## config.mk

```make
export PLATFORM = sky130hd
export DESIGN_NAME = pipe_hazard_ctrl
export DESIGN_NICKNAME = d
export VERILOG_FILES = /design/src/rtl/pipe_ctrl_pkg.sv /design/src/rtl/load_use_detect.sv /design/src/rtl/pipe_hazard_ctrl.sv
export SDC_FILE = /design/constraint.sdc
export NUM_CORES = 1
export LEC_CHECK = 0
export ABC_AREA = 1
export CORE_MARGIN = 3
export CORE_UTILIZATION = 50
export CTS_CLUSTER_SIZE = 12
export DETAILED_ROUTE_END_ITERATION = 10
export PLACE_DENSITY = 0.85
export REMOVE_ABC_BUFFERS = 1
export SYNTH_ARGS = -nofsm -noshare
export SYNTH_HDL_FRONTEND = slang
export SYNTH_SLANG_ARGS = --single-unit
```

## constraint.sdc

```tcl
create_clock -name clk -period 2.41 [get_ports clk]
set_input_delay 0.6025 -clock clk [delete_from_list [all_inputs] [get_ports clk]]
set_output_delay 0.6025 -clock clk [all_outputs]
set_load 0.005 [all_outputs]
```

## src/rtl/pipe_ctrl_pkg.sv

```systemverilog
// Shared types and constants for the pipeline hazard controller.
package pipe_ctrl_pkg;

    typedef enum logic [1:0] {
        RUN    = 2'd0,
        MULDIV = 2'd1,
        HALT   = 2'd2
    } state_e;

    localparam int unsigned MULDIV_CYCLES_DEF = 4;
    localparam int unsigned REG_W             = 5;
    localparam int unsigned MD_CNT_W          = 8;
    localparam logic [REG_W-1:0] REG_ZERO     = 5'd0;

endpackage

```

## src/rtl/load_use_detect.sv

```systemverilog
// Flags an ID instruction that reads the destination of a load currently in EX.
module load_use_detect
    import pipe_ctrl_pkg::*;
(
    input  logic [REG_W-1:0] id_rs,
    input  logic [REG_W-1:0] id_rt,
    input  logic             id_uses_rs,
    input  logic             id_uses_rt,
    input  logic             ex_mem_read,
    input  logic [REG_W-1:0] ex_rt,
    output logic             load_use
);

    // $zero never carries a real dependency
    assign load_use = ex_mem_read && (ex_rt != REG_ZERO) &&
                      ((id_uses_rs && (id_rs == ex_rt)) ||
                       (id_uses_rt && (id_rt == ex_rt)));

endmodule

```

## src/rtl/pipe_hazard_ctrl.sv

```systemverilog
// Central stall/flush controller: priority mux over halt, memory wait,
// mult/div occupancy, branch flush and load-use, plus a stall-cycle counter.
module pipe_hazard_ctrl
    import pipe_ctrl_pkg::*;
#(
    parameter int unsigned MULDIV_CYCLES = MULDIV_CYCLES_DEF,
    parameter int unsigned CNT_BITS      = 32
) (
    input  logic                clk,
    input  logic                rst,
    input  logic [REG_W-1:0]    id_rs,
    input  logic [REG_W-1:0]    id_rt,
    input  logic                id_uses_rs,
    input  logic                id_uses_rt,
    input  logic                ex_mem_read,
    input  logic [REG_W-1:0]    ex_rt,
    input  logic                ex_branch_taken,
    input  logic                ex_muldiv_start,
    input  logic                mem_req,
    input  logic                mem_ack,
    input  logic                wb_halt,
    output logic                pc_en,
    output logic                ifid_en,
    output logic                idex_en,
    output logic                exmem_en,
    output logic                memwb_en,
    output logic                ifid_valid,
    output logic                idex_valid,
    output logic                exmem_valid,
    output logic                memwb_valid,
    output logic                halted,
    output logic [CNT_BITS-1:0] stall_count
);

    state_e              state_q;
    logic [MD_CNT_W-1:0] cnt_q;
    logic [CNT_BITS-1:0] stall_count_q;

    logic load_use;
    logic mem_stall;
    logic md_start;
    logic md_stall;

    load_use_detect u_load_use_detect (
        .id_rs       (id_rs),
        .id_rt       (id_rt),
        .id_uses_rs  (id_uses_rs),
        .id_uses_rt  (id_uses_rt),
        .ex_mem_read (ex_mem_read),
        .ex_rt       (ex_rt),
        .load_use    (load_use)
    );

    // A taken branch squashes a mult/div issued alongside it
    assign mem_stall = mem_req && !mem_ack;
    assign md_start  = ex_muldiv_start && !ex_branch_taken;
    assign md_stall  = ((state_q == RUN) && md_start) ||
                       ((state_q == MULDIV) && (cnt_q != MD_CNT_W'(0)));

    always_comb begin
        pc_en       = 1'b1;
        ifid_en     = 1'b1;
        idex_en     = 1'b1;
        exmem_en    = 1'b1;
        memwb_en    = 1'b1;
        ifid_valid  = 1'b1;
        idex_valid  = 1'b1;
        exmem_valid = 1'b1;
        memwb_valid = 1'b1;
        halted      = 1'b0;
        if (rst) begin
            pc_en       = 1'b0;
            ifid_en     = 1'b0;
            idex_en     = 1'b0;
            exmem_en    = 1'b0;
            memwb_en    = 1'b0;
            ifid_valid  = 1'b0;
            idex_valid  = 1'b0;
            exmem_valid = 1'b0;
            memwb_valid = 1'b0;
        end else if (state_q == HALT) begin
            pc_en    = 1'b0;
            ifid_en  = 1'b0;
            idex_en  = 1'b0;
            exmem_en = 1'b0;
            memwb_en = 1'b0;
            halted   = 1'b1;
        end else if (mem_stall) begin
            pc_en       = 1'b0;
            ifid_en     = 1'b0;
            idex_en     = 1'b0;
            exmem_en    = 1'b0;
            memwb_valid = 1'b0;
        end else if (md_stall) begin
            pc_en       = 1'b0;
            ifid_en     = 1'b0;
            idex_en     = 1'b0;
            exmem_valid = 1'b0;
        end else if (ex_branch_taken) begin
            ifid_valid = 1'b0;
            idex_valid = 1'b0;
        end else if (load_use) begin
            pc_en      = 1'b0;
            ifid_en    = 1'b0;
            idex_valid = 1'b0;
        end
    end

    // cnt keeps draining under a memory stall; release at zero waits for it to clear
    always_ff @(posedge clk) begin
        if (rst) begin
            state_q       <= RUN;
            cnt_q         <= MD_CNT_W'(0);
            stall_count_q <= CNT_BITS'(0);
        end else begin
            if (!pc_en && (state_q != HALT)) begin
                stall_count_q <= stall_count_q + CNT_BITS'(1);
            end
            if (wb_halt) begin
                state_q <= HALT;
            end else begin
                case (state_q)
                    RUN: begin
                        if (md_start) begin
                            state_q <= MULDIV;
                            cnt_q   <= MD_CNT_W'(MULDIV_CYCLES - 1);
                        end
                    end
                    MULDIV: begin
                        if (cnt_q != MD_CNT_W'(0)) begin
                            cnt_q <= cnt_q - MD_CNT_W'(1);
                        end else if (!mem_stall) begin
                            state_q <= RUN;
                        end
                    end
                    default: ;
                endcase
            end
        end
    end

    assign stall_count = stall_count_q;

endmodule

```

==> out/qor.tcl, run 1 <==
set qor(slew_viol_final) 0
set qor(kind_of_start_point_of_the_critical_path) {input port}
set qor(synth.top_cell.area_share_pct) 26.1
set qor(yosysMostFrequentCell) {sky130_fd_sc_hd__nand2_1}
set qor(finalHoldViolations) 0
set qor(die_x_um) 86.3
set qor(grt-ovfl-total) 0
set qor(rsz0062_at_grt) {true}
set qor(pre_cts_slack_ps) -528
set qor(ys_top_cells_by_count) {sky130_fd_sc_hd__nand2_1, sky130_fd_sc_hd__nor2_1, sky130_fd_sc_hd__nand3_1}
set qor(drt_first_pass_iters) 4
set qor(gpl.final_weighted_congestion) 0.945
set qor(setup.worst_path.end_class) {primary output}
set qor(power.combinational.fraction_pct) 19.3
set qor(timing.max_slew.rel_slack_pct) 63.7
set qor(first_global_vias) 3430
set qor(placed_cells_incl_taps) 630
set qor(grt_first_pass_wirelength_um) 15400
set qor(max_cap_viol_count) 0
set qor(yosys_most_used_dff) {sky130_fd_sc_hd__dfxtp_1}
set qor(clock-root-buffer) {sky130_fd_sc_hd__clkbuf_8}
set qor(synth-edff-count) 0
set qor(start_util_pct) 53.1
set qor(timing.critical_path.slowest_stage_cell) {sky130_fd_sc_hd__clkdlybuf4s50_1}
set qor(setup_violations) 0
set qor(core.rowCount) 28
set qor(groute.layer.met2.usage_pct) 44.5
set qor(worstSkewPairLatency_ps) 300
set qor(fin_cells) 645
set qor(grtUsageMet3_pct) 3.90
set qor(synthCells) 491
set qor(dr_total_vias) 3398
set qor(timing.hold.worst.class) {reg2reg}
set qor(clkTransAtPathRegs_ps) 90
set qor(part_of_the_total_power_dissipated_in_sequential_elements_pct) 45.2
set qor(busiest_layer) {met2}
set qor(grt_util_met1_pct) 30.5
set qor(static_leakage_uw) 0.00162
set qor(cts_hold_buffers) 0
set qor(path_cells) {clkdlybuf4s50_1, inv_2, nand3_2, nand2_2, buf_4, nor2_4, nand2_4, inv_2, buf_4, buf_6}
set qor(internal_power_uw) 1140
set qor(fillers) 559
set qor(timing.clock.skew_ps) 12.4
set qor(placeableCoreArea_mm2) 0.00606
set qor(globalRouteTotalUtil_pct) 25.1
set qor(route.detailed.drc) 0
set qor(synth.area.mux_share_pct) 0
set qor(tritoncts_clock_tree) {built}
set qor(signal_arrival_time_at_the_worst_endpoint_ps) 1800
set qor(synth-seq-area-share_pct) 26.1
set qor(grt_antenna_before_repair) 0
set qor(switching_share_pct) 28.1
set qor(cts_buffer_depth) 2
set qor(clock_h_tree_levels) 2
set qor(synth-compound-area-share_pct) 11.7
set qor(cts-buffers-inserted) 5
set qor(synthSimpleGateAreaFrac_pct) 44.9
set qor(drt-total-wl_um) 8900
set qor(drt.antenna.violating_nets) 0
set qor(most_area_consuming_cells_after_synthesis) {sky130_fd_sc_hd__dfxtp_1, sky130_fd_sc_hd__nand2_1, sky130_fd_sc_hd__a21oi_2}
set qor(outcome) {completed}
set qor(finalCriticalPeriod_ps) 2410
set qor(path_delay_family) {buffers and inverters}
set qor(setup.reg_to_reg.worst_slack_ps) 270
set qor(max_slew.worst_pin.slew_ps) 545
set qor(area_growth_pct) 28.0
set qor(synth-async-reset-ratio_pct) 0
set qor(route.detailed.vias_per_inst) 5.27
set qor(synthesis.area_mm2) 0.00322
set qor(power_density_mw_per_mm2) 383
set qor(synth_top_family_by_area) {simple AND/OR/NAND/NOR gates}
set qor(maximum_number_of_pins_on_one_net_before_global_route_repair) 36
set qor(total_switching_power_uw) 444
set qor(drt_first_iter_violations) 196
set qor(design.final.nets) 597
set qor(critical_path.max_fanout) 3
set qor(synth_fa_ha_area_share_pct) 1.17
set qor(yosys.area_share.xor_xnor_pct) 5.98
set qor(worstPathBufferInverterCount) 6
set qor(synth_cell_types) 32
set qor(die-height_um) 86.3
set qor(yosys_warnings) 0
set qor(worst_ep_required_time_ps) 1810
set qor(wire_per_inst_um) 13.8
set qor(num_antenna_cells) 0
set qor(yosys_register_bits) 42
set qor(post_synth.cell_area_avg_um2) 6.56
set qor(highest_achievable_clock_rate_mhz) 416
set qor(worstSetupPathType) {in2out}
set qor(dpl.hpwl_um) 6700
set qor(die_area_mm2) 0.00744
set qor(design_power_total_uw) 1580
set qor(synthDominantAreaCellType) {sky130_fd_sc_hd__dfxtp_1}
set qor(p_clk_share_pct) 35.5
set qor(min_period_over_period_pct) 99.8
set qor(worst_ir_drop_vdd_mv) 0.394
set qor(fin_ws_ps) 4.74
set qor(cts_sink_cnt) 42
set qor(share_of_cells_above_drive_strength_1_pct) 23.9
set qor(crit_path_max_cell_delay_ps) 470
set qor(pin_count) 67
set qor(number_of_buffer_cells_added_on_primary_ports) 66
[per-layer routing]
metal	share of wire [%]	vias to the layer above
li1	-	1712
met5	0	-
met3	4.8	19
met1	44	1571
met2	49	96
met4	2.2	0
[power groups by stage]
stage               registers (uW)  clock network [uW]  logic (uW)
floorplan                      728                   0         144
global placement               729                   0         293
detailed placement             730                   0         303
CTS                            714                 576         300
global route                   715                 601         334
finish                         714                 561         306
[final cells by class]
cell class / count / area [um2] / share of cell area [%]
Multi-Input combinational cell: 381 / 2080 / 50.4
Clock inverter: 3 / 40.0 / 0.971
Inverter: 53 / 206 / 5.01
Sequential cell: 42 / 842 / 20.4
Clock buffer: 5 / 68.8 / 1.67
Timing Repair Buffer: 86 / 793 / 19.2
Tap cell: 75 / 93.8 / 2.28
[logic make-up after synthesis]
group,after synthesis
adders and majority gates,3
DFF,42
and+or+nand+nor,306
buffers and inverters,68
AOI/OAI and AO/OA,50
xor gates and xnor gates,22
[final timing paths]
path,from,to,depth (start not counted)
max reg2reg,cnt_q[0],stall_count[19],14
max,ex_branch_taken,pc_en,10
min,cnt_q[0],cnt_q[0],1
min reg2reg,cnt_q[0],cnt_q[0],1
[repair_timing]
item	in CTS	in global routing
setup buffers	5	2
gates resized for setup	48	13
endpoints found under the setup margin	8	28
pin swaps	15	7
[stage by stage]
step	TNS (ps)	instance area (um2)	util, %	hold slack (ps)
2_1_floorplan	0	3100	-	428
3_3_place_gp	-7250	3970	65.5	440
3_5_place_dp	-9880	3970	65.5	450
4_1_cts	0	4110	67.8	462
5_1_grt	-65.2	4120	68.0	455
6_report	0	4120	68.0	429
[placed cells by master (no fill, tap or decap), types with 3 or more instances in the layout]
master and count:
sky130_fd_sc_hd__nand2_2 33, sky130_fd_sc_hd__clkdlybuf4s15_1 4, sky130_fd_sc_hd__nor2_1 54, sky130_fd_sc_hd__nor2_2 7, sky130_fd_sc_hd__inv_1 39, sky130_fd_sc_hd__nor2_4 5, sky130_fd_sc_hd__nand2_1 127, sky130_fd_sc_hd__dfxtp_1 41
sky130_fd_sc_hd__inv_2 13, sky130_fd_sc_hd__nand2_4 3, sky130_fd_sc_hd__clkdlybuf4s50_1 38, sky130_fd_sc_hd__nor3_1 10, sky130_fd_sc_hd__nand3b_1 5, sky130_fd_sc_hd__buf_4 18, sky130_fd_sc_hd__xor2_1 15, sky130_fd_sc_hd__a21oi_2 30
sky130_fd_sc_hd__nand4_1 7, sky130_fd_sc_hd__nand3_1 49, sky130_fd_sc_hd__dlygate4sd2_1 17, sky130_fd_sc_hd__clkbuf_8 5, sky130_fd_sc_hd__clkbuf_2 3, sky130_fd_sc_hd__xnor2_1 7, sky130_fd_sc_hd__a21oi_1 13, sky130_fd_sc_hd__nand3_2 4
[flip-flops by register name, summed over array words and instances, names as in the netlist]
register	count
cnt_q	8
stall_count	32
state_q	2
Power figures use the tool's default switching activity.
==> inputs of run 2 (changes only) <==
--- a/config.mk
+++ b/config.mk
@@ -10,6 +10,8 @@
 export CORE_UTILIZATION = 50
 export CTS_CLUSTER_SIZE = 12
 export DETAILED_ROUTE_END_ITERATION = 10
+export GPL_ROUTABILITY_DRIVEN = 0
+export HOLD_SLACK_MARGIN = 0.15
 export PLACE_DENSITY = 0.85
 export REMOVE_ABC_BUFFERS = 1
 export SYNTH_ARGS = -nofsm -noshare
==> run 2 against run 1 <==
Sequential share of layout area is 0.050 points lower. Setup slack better by 54 ps. Clock-buffer cell count stayed put. Global-route usage is 1.3 points lower. Clock power is 22% lower. Clock skew is 5.2 ps lower. Sequential power hardly changed. Final area is 0.39% higher. Register-to-register slack better by 170 ps. Worst hold slack better by 28 ps. Power is 7.1% lower. Largest cell class unchanged.
==> out/qor.tcl, run 2 (synthesis gave the netlist of run 1 again) <==
set qor(outcome) {completed}
set qor(timing.clock.skew_ps) 7.18
set qor(grt-ovfl-total) 0
set qor(pre_cts_slack_ps) -477
set qor(drt_first_pass_iters) 5
set qor(timing.critical_path.slowest_stage_cell) {sky130_fd_sc_hd__dlygate4sd2_1}
set qor(grt_antenna_before_repair) 0
set qor(die-height_um) 86.3
set qor(dr_total_vias) 3410
set qor(critical_path.max_fanout) 4
set qor(timing.critical_path.depth) 11
set qor(fin_util_pct) 68.3
set qor(timing.rr.end) {stall_count[15]}
set qor(drt_first_iter_violations) 226
set qor(pin_count) 67
set qor(worstSetupStartpoint) {ex_rt[3]}
set qor(clkTransAtPathRegs_ps) 70
set qor(wire_per_inst_um) 13.7
set qor(signal_arrival_time_at_the_worst_endpoint_ps) 1750
set qor(cts_buffer_depth) 2
set qor(min_period_over_period_pct) 97.6
set qor(path_cells) {dlygate4sd2_1, inv_2, nand2_1, nand2_1, nor2_1, nand3_1, nand2_1, buf_4, buf_4, a31oi_4, buf_2}
set qor(dpl.hpwl_um) 6440
set qor(design.final.nets) 596
set qor(placeableCoreArea_mm2) 0.00606
set qor(timing.critical_path.mode_cell) {sky130_fd_sc_hd__nand2_1}
set qor(setup.worst_path.end_class) {primary output}
set qor(crit_path_end) {idex_valid}
set qor(layout_commonest_cell) {sky130_fd_sc_hd__nand2_1}
set qor(max_cap_viol_count) 0
set qor(worst_ep_required_time_ps) 1810
set qor(worstSetupPathType) {in2out}
set qor(r2r.worst_path.cells) 13
set qor(start_util_pct) 53.1
set qor(finalCriticalPeriod_ps) 2350
set qor(finalHoldViolations) 0
set qor(worstPathBufferInverterCount) 5
set qor(timing.max_slew.rel_slack_pct) 64.8
set qor(drt-total-wl_um) 8840
set qor(num_antenna_cells) 0
set qor(grt_first_pass_wirelength_um) 14700
set qor(worst_ir_drop_vdd_mv) 0.288
set qor(drt.antenna.violating_nets) 0
set qor(clock-root-buffer) {sky130_fd_sc_hd__clkbuf_8}
set qor(share_of_cells_above_drive_strength_1_pct) 24.6
set qor(cts-buffers-inserted) 5
set qor(worstSkewPairLatency_ps) 300
set qor(core.rowCount) 28
set qor(slew_viol_final) 0
set qor(tritoncts_clock_tree) {built}
set qor(setup.reg_to_reg.worst_slack_ps) 440
set qor(setup_violations) 0
set qor(first_global_vias) 3315
set qor(path_delay_family) {buffers and inverters}
set qor(timing.hold.worst.class) {reg2reg}
set qor(area_growth_pct) 28.5
set qor(highest_achievable_clock_rate_mhz) 425
set qor(static_leakage_uw) 0.00163
set qor(fin_ws_ps) 58.5
set qor(maximum_number_of_pins_on_one_net_before_global_route_repair) 35
set qor(max_slew.worst_pin.slew_ps) 527
set qor(die_x_um) 86.3
set qor(cts_sink_cnt) 42
set qor(route.detailed.vias_per_inst) 5.30
set qor(kind_of_start_point_of_the_critical_path) {input port}
set qor(globalRouteTotalUtil_pct) 23.8
set qor(route.detailed.drc) 0
set qor(number_of_buffer_cells_added_on_primary_ports) 66
set qor(top_library_cells_by_usage_in_the_layout_fill_and_taps_aside) {sky130_fd_sc_hd__nand2_1, sky130_fd_sc_hd__nor2_1, sky130_fd_sc_hd__nand3_1}
set qor(die_area_mm2) 0.00744
set qor(clock_h_tree_levels) 2
set qor(power_density_mw_per_mm2) 355
set qor(largest_reg_flops) 32
set qor(cts_hold_buffers) 0
set qor(crit_path_max_cell_delay_ps) 250
set qor(reg2reg_from) {cnt_q[0]}
## run 2: changes by cell type in the layout (fill, tap and decap cells not counted), sizes merged
cell / before / now
dlygate4sd2: 17 / 18
bufinv: 1 / 0
clkbuf: 8 / 9
buf: 23 / 22
clkdlybuf4s15: 4 / 2
dlymetal6s2s: 1 / 3
clkdlybuf4s50: 38 / 36
## run 2: cell type report
cell class | instances | area, um2
Multi-Input combinational cell | 381 | 2130
Fill cell | 527 | 1920
Sequential cell | 42 | 843
Timing Repair Buffer | 85 | 788
Inverter | 53 | 206
Tap cell | 75 | 93.8
Clock buffer | 5 | 68.8
Clock inverter | 2 | 10.0
## run 2: worst min-delay path by stage
stage                         from       end  slack, ps  depth (start not counted)
after CTS                 cnt_q[0]  cnt_q[0]        490                          1
after global placement    cnt_q[0]  cnt_q[0]        440                          1
after floorplan           cnt_q[0]  cnt_q[0]        430                          1
final                     cnt_q[0]  cnt_q[0]        460                          1
after detailed placement  cnt_q[0]  cnt_q[0]        470                          1
after global routing      cnt_q[0]  cnt_q[0]        480                          1
## run 2: power by group
group	total, uW	switching (uW)	leakage (uW)	internal (uW)
registers	714	12.1	0.000340	702
logic	318	185	0.00125	133
clock network	436	241	0.0000438	195
## run 2: through the flow
step / instance area, um2 / TNS (ps) / power (uW) / hold WS, ps / instances
final: 4140 / 0 / 1470 / 456 / 643
after global routing: 4140 / -12.8 / 1540 / 481 / 643
after CTS: 4100 / 0 / 1470 / 486 / 642
after detailed placement: 3970 / -9320 / 1030 / 474 / 630
after global placement: 3970 / -7080 / 1020 / 439 / 630
after floorplan: 3100 / 0 / 872 / 428 / 476
## run 2: timing repair
item,in CTS,in global routing
setup buffers,5,1
gates resized for setup,52,22
endpoints found under the setup margin,8,6
pin swaps,17,10
## run 2: worst register-to-register path: cells and delay by family (launching register included)
| kind | cells | cell delay (ps) |
|---|---|---|
| AO/OA/AOI/OAI | 2 | 310 |
| adder cells (fa/ha/maj) | 1 | 130 |
| AND/OR/NAND/NOR | 6 | 530 |
| flip-flops | 1 | 340 |
| buffers and inverters | 4 | 620 |
## run 2: routing by layer
layer	share of wire, %	track usage (%)	routed length (um)	vias to the layer above
met5	0	0	0	-
met4	2.1	5.95	183	0
met3	6.8	4.56	605	21
met2	49	42.6	4340	116
met1	42	29.4	3710	1561
li1	-	-	-	1712
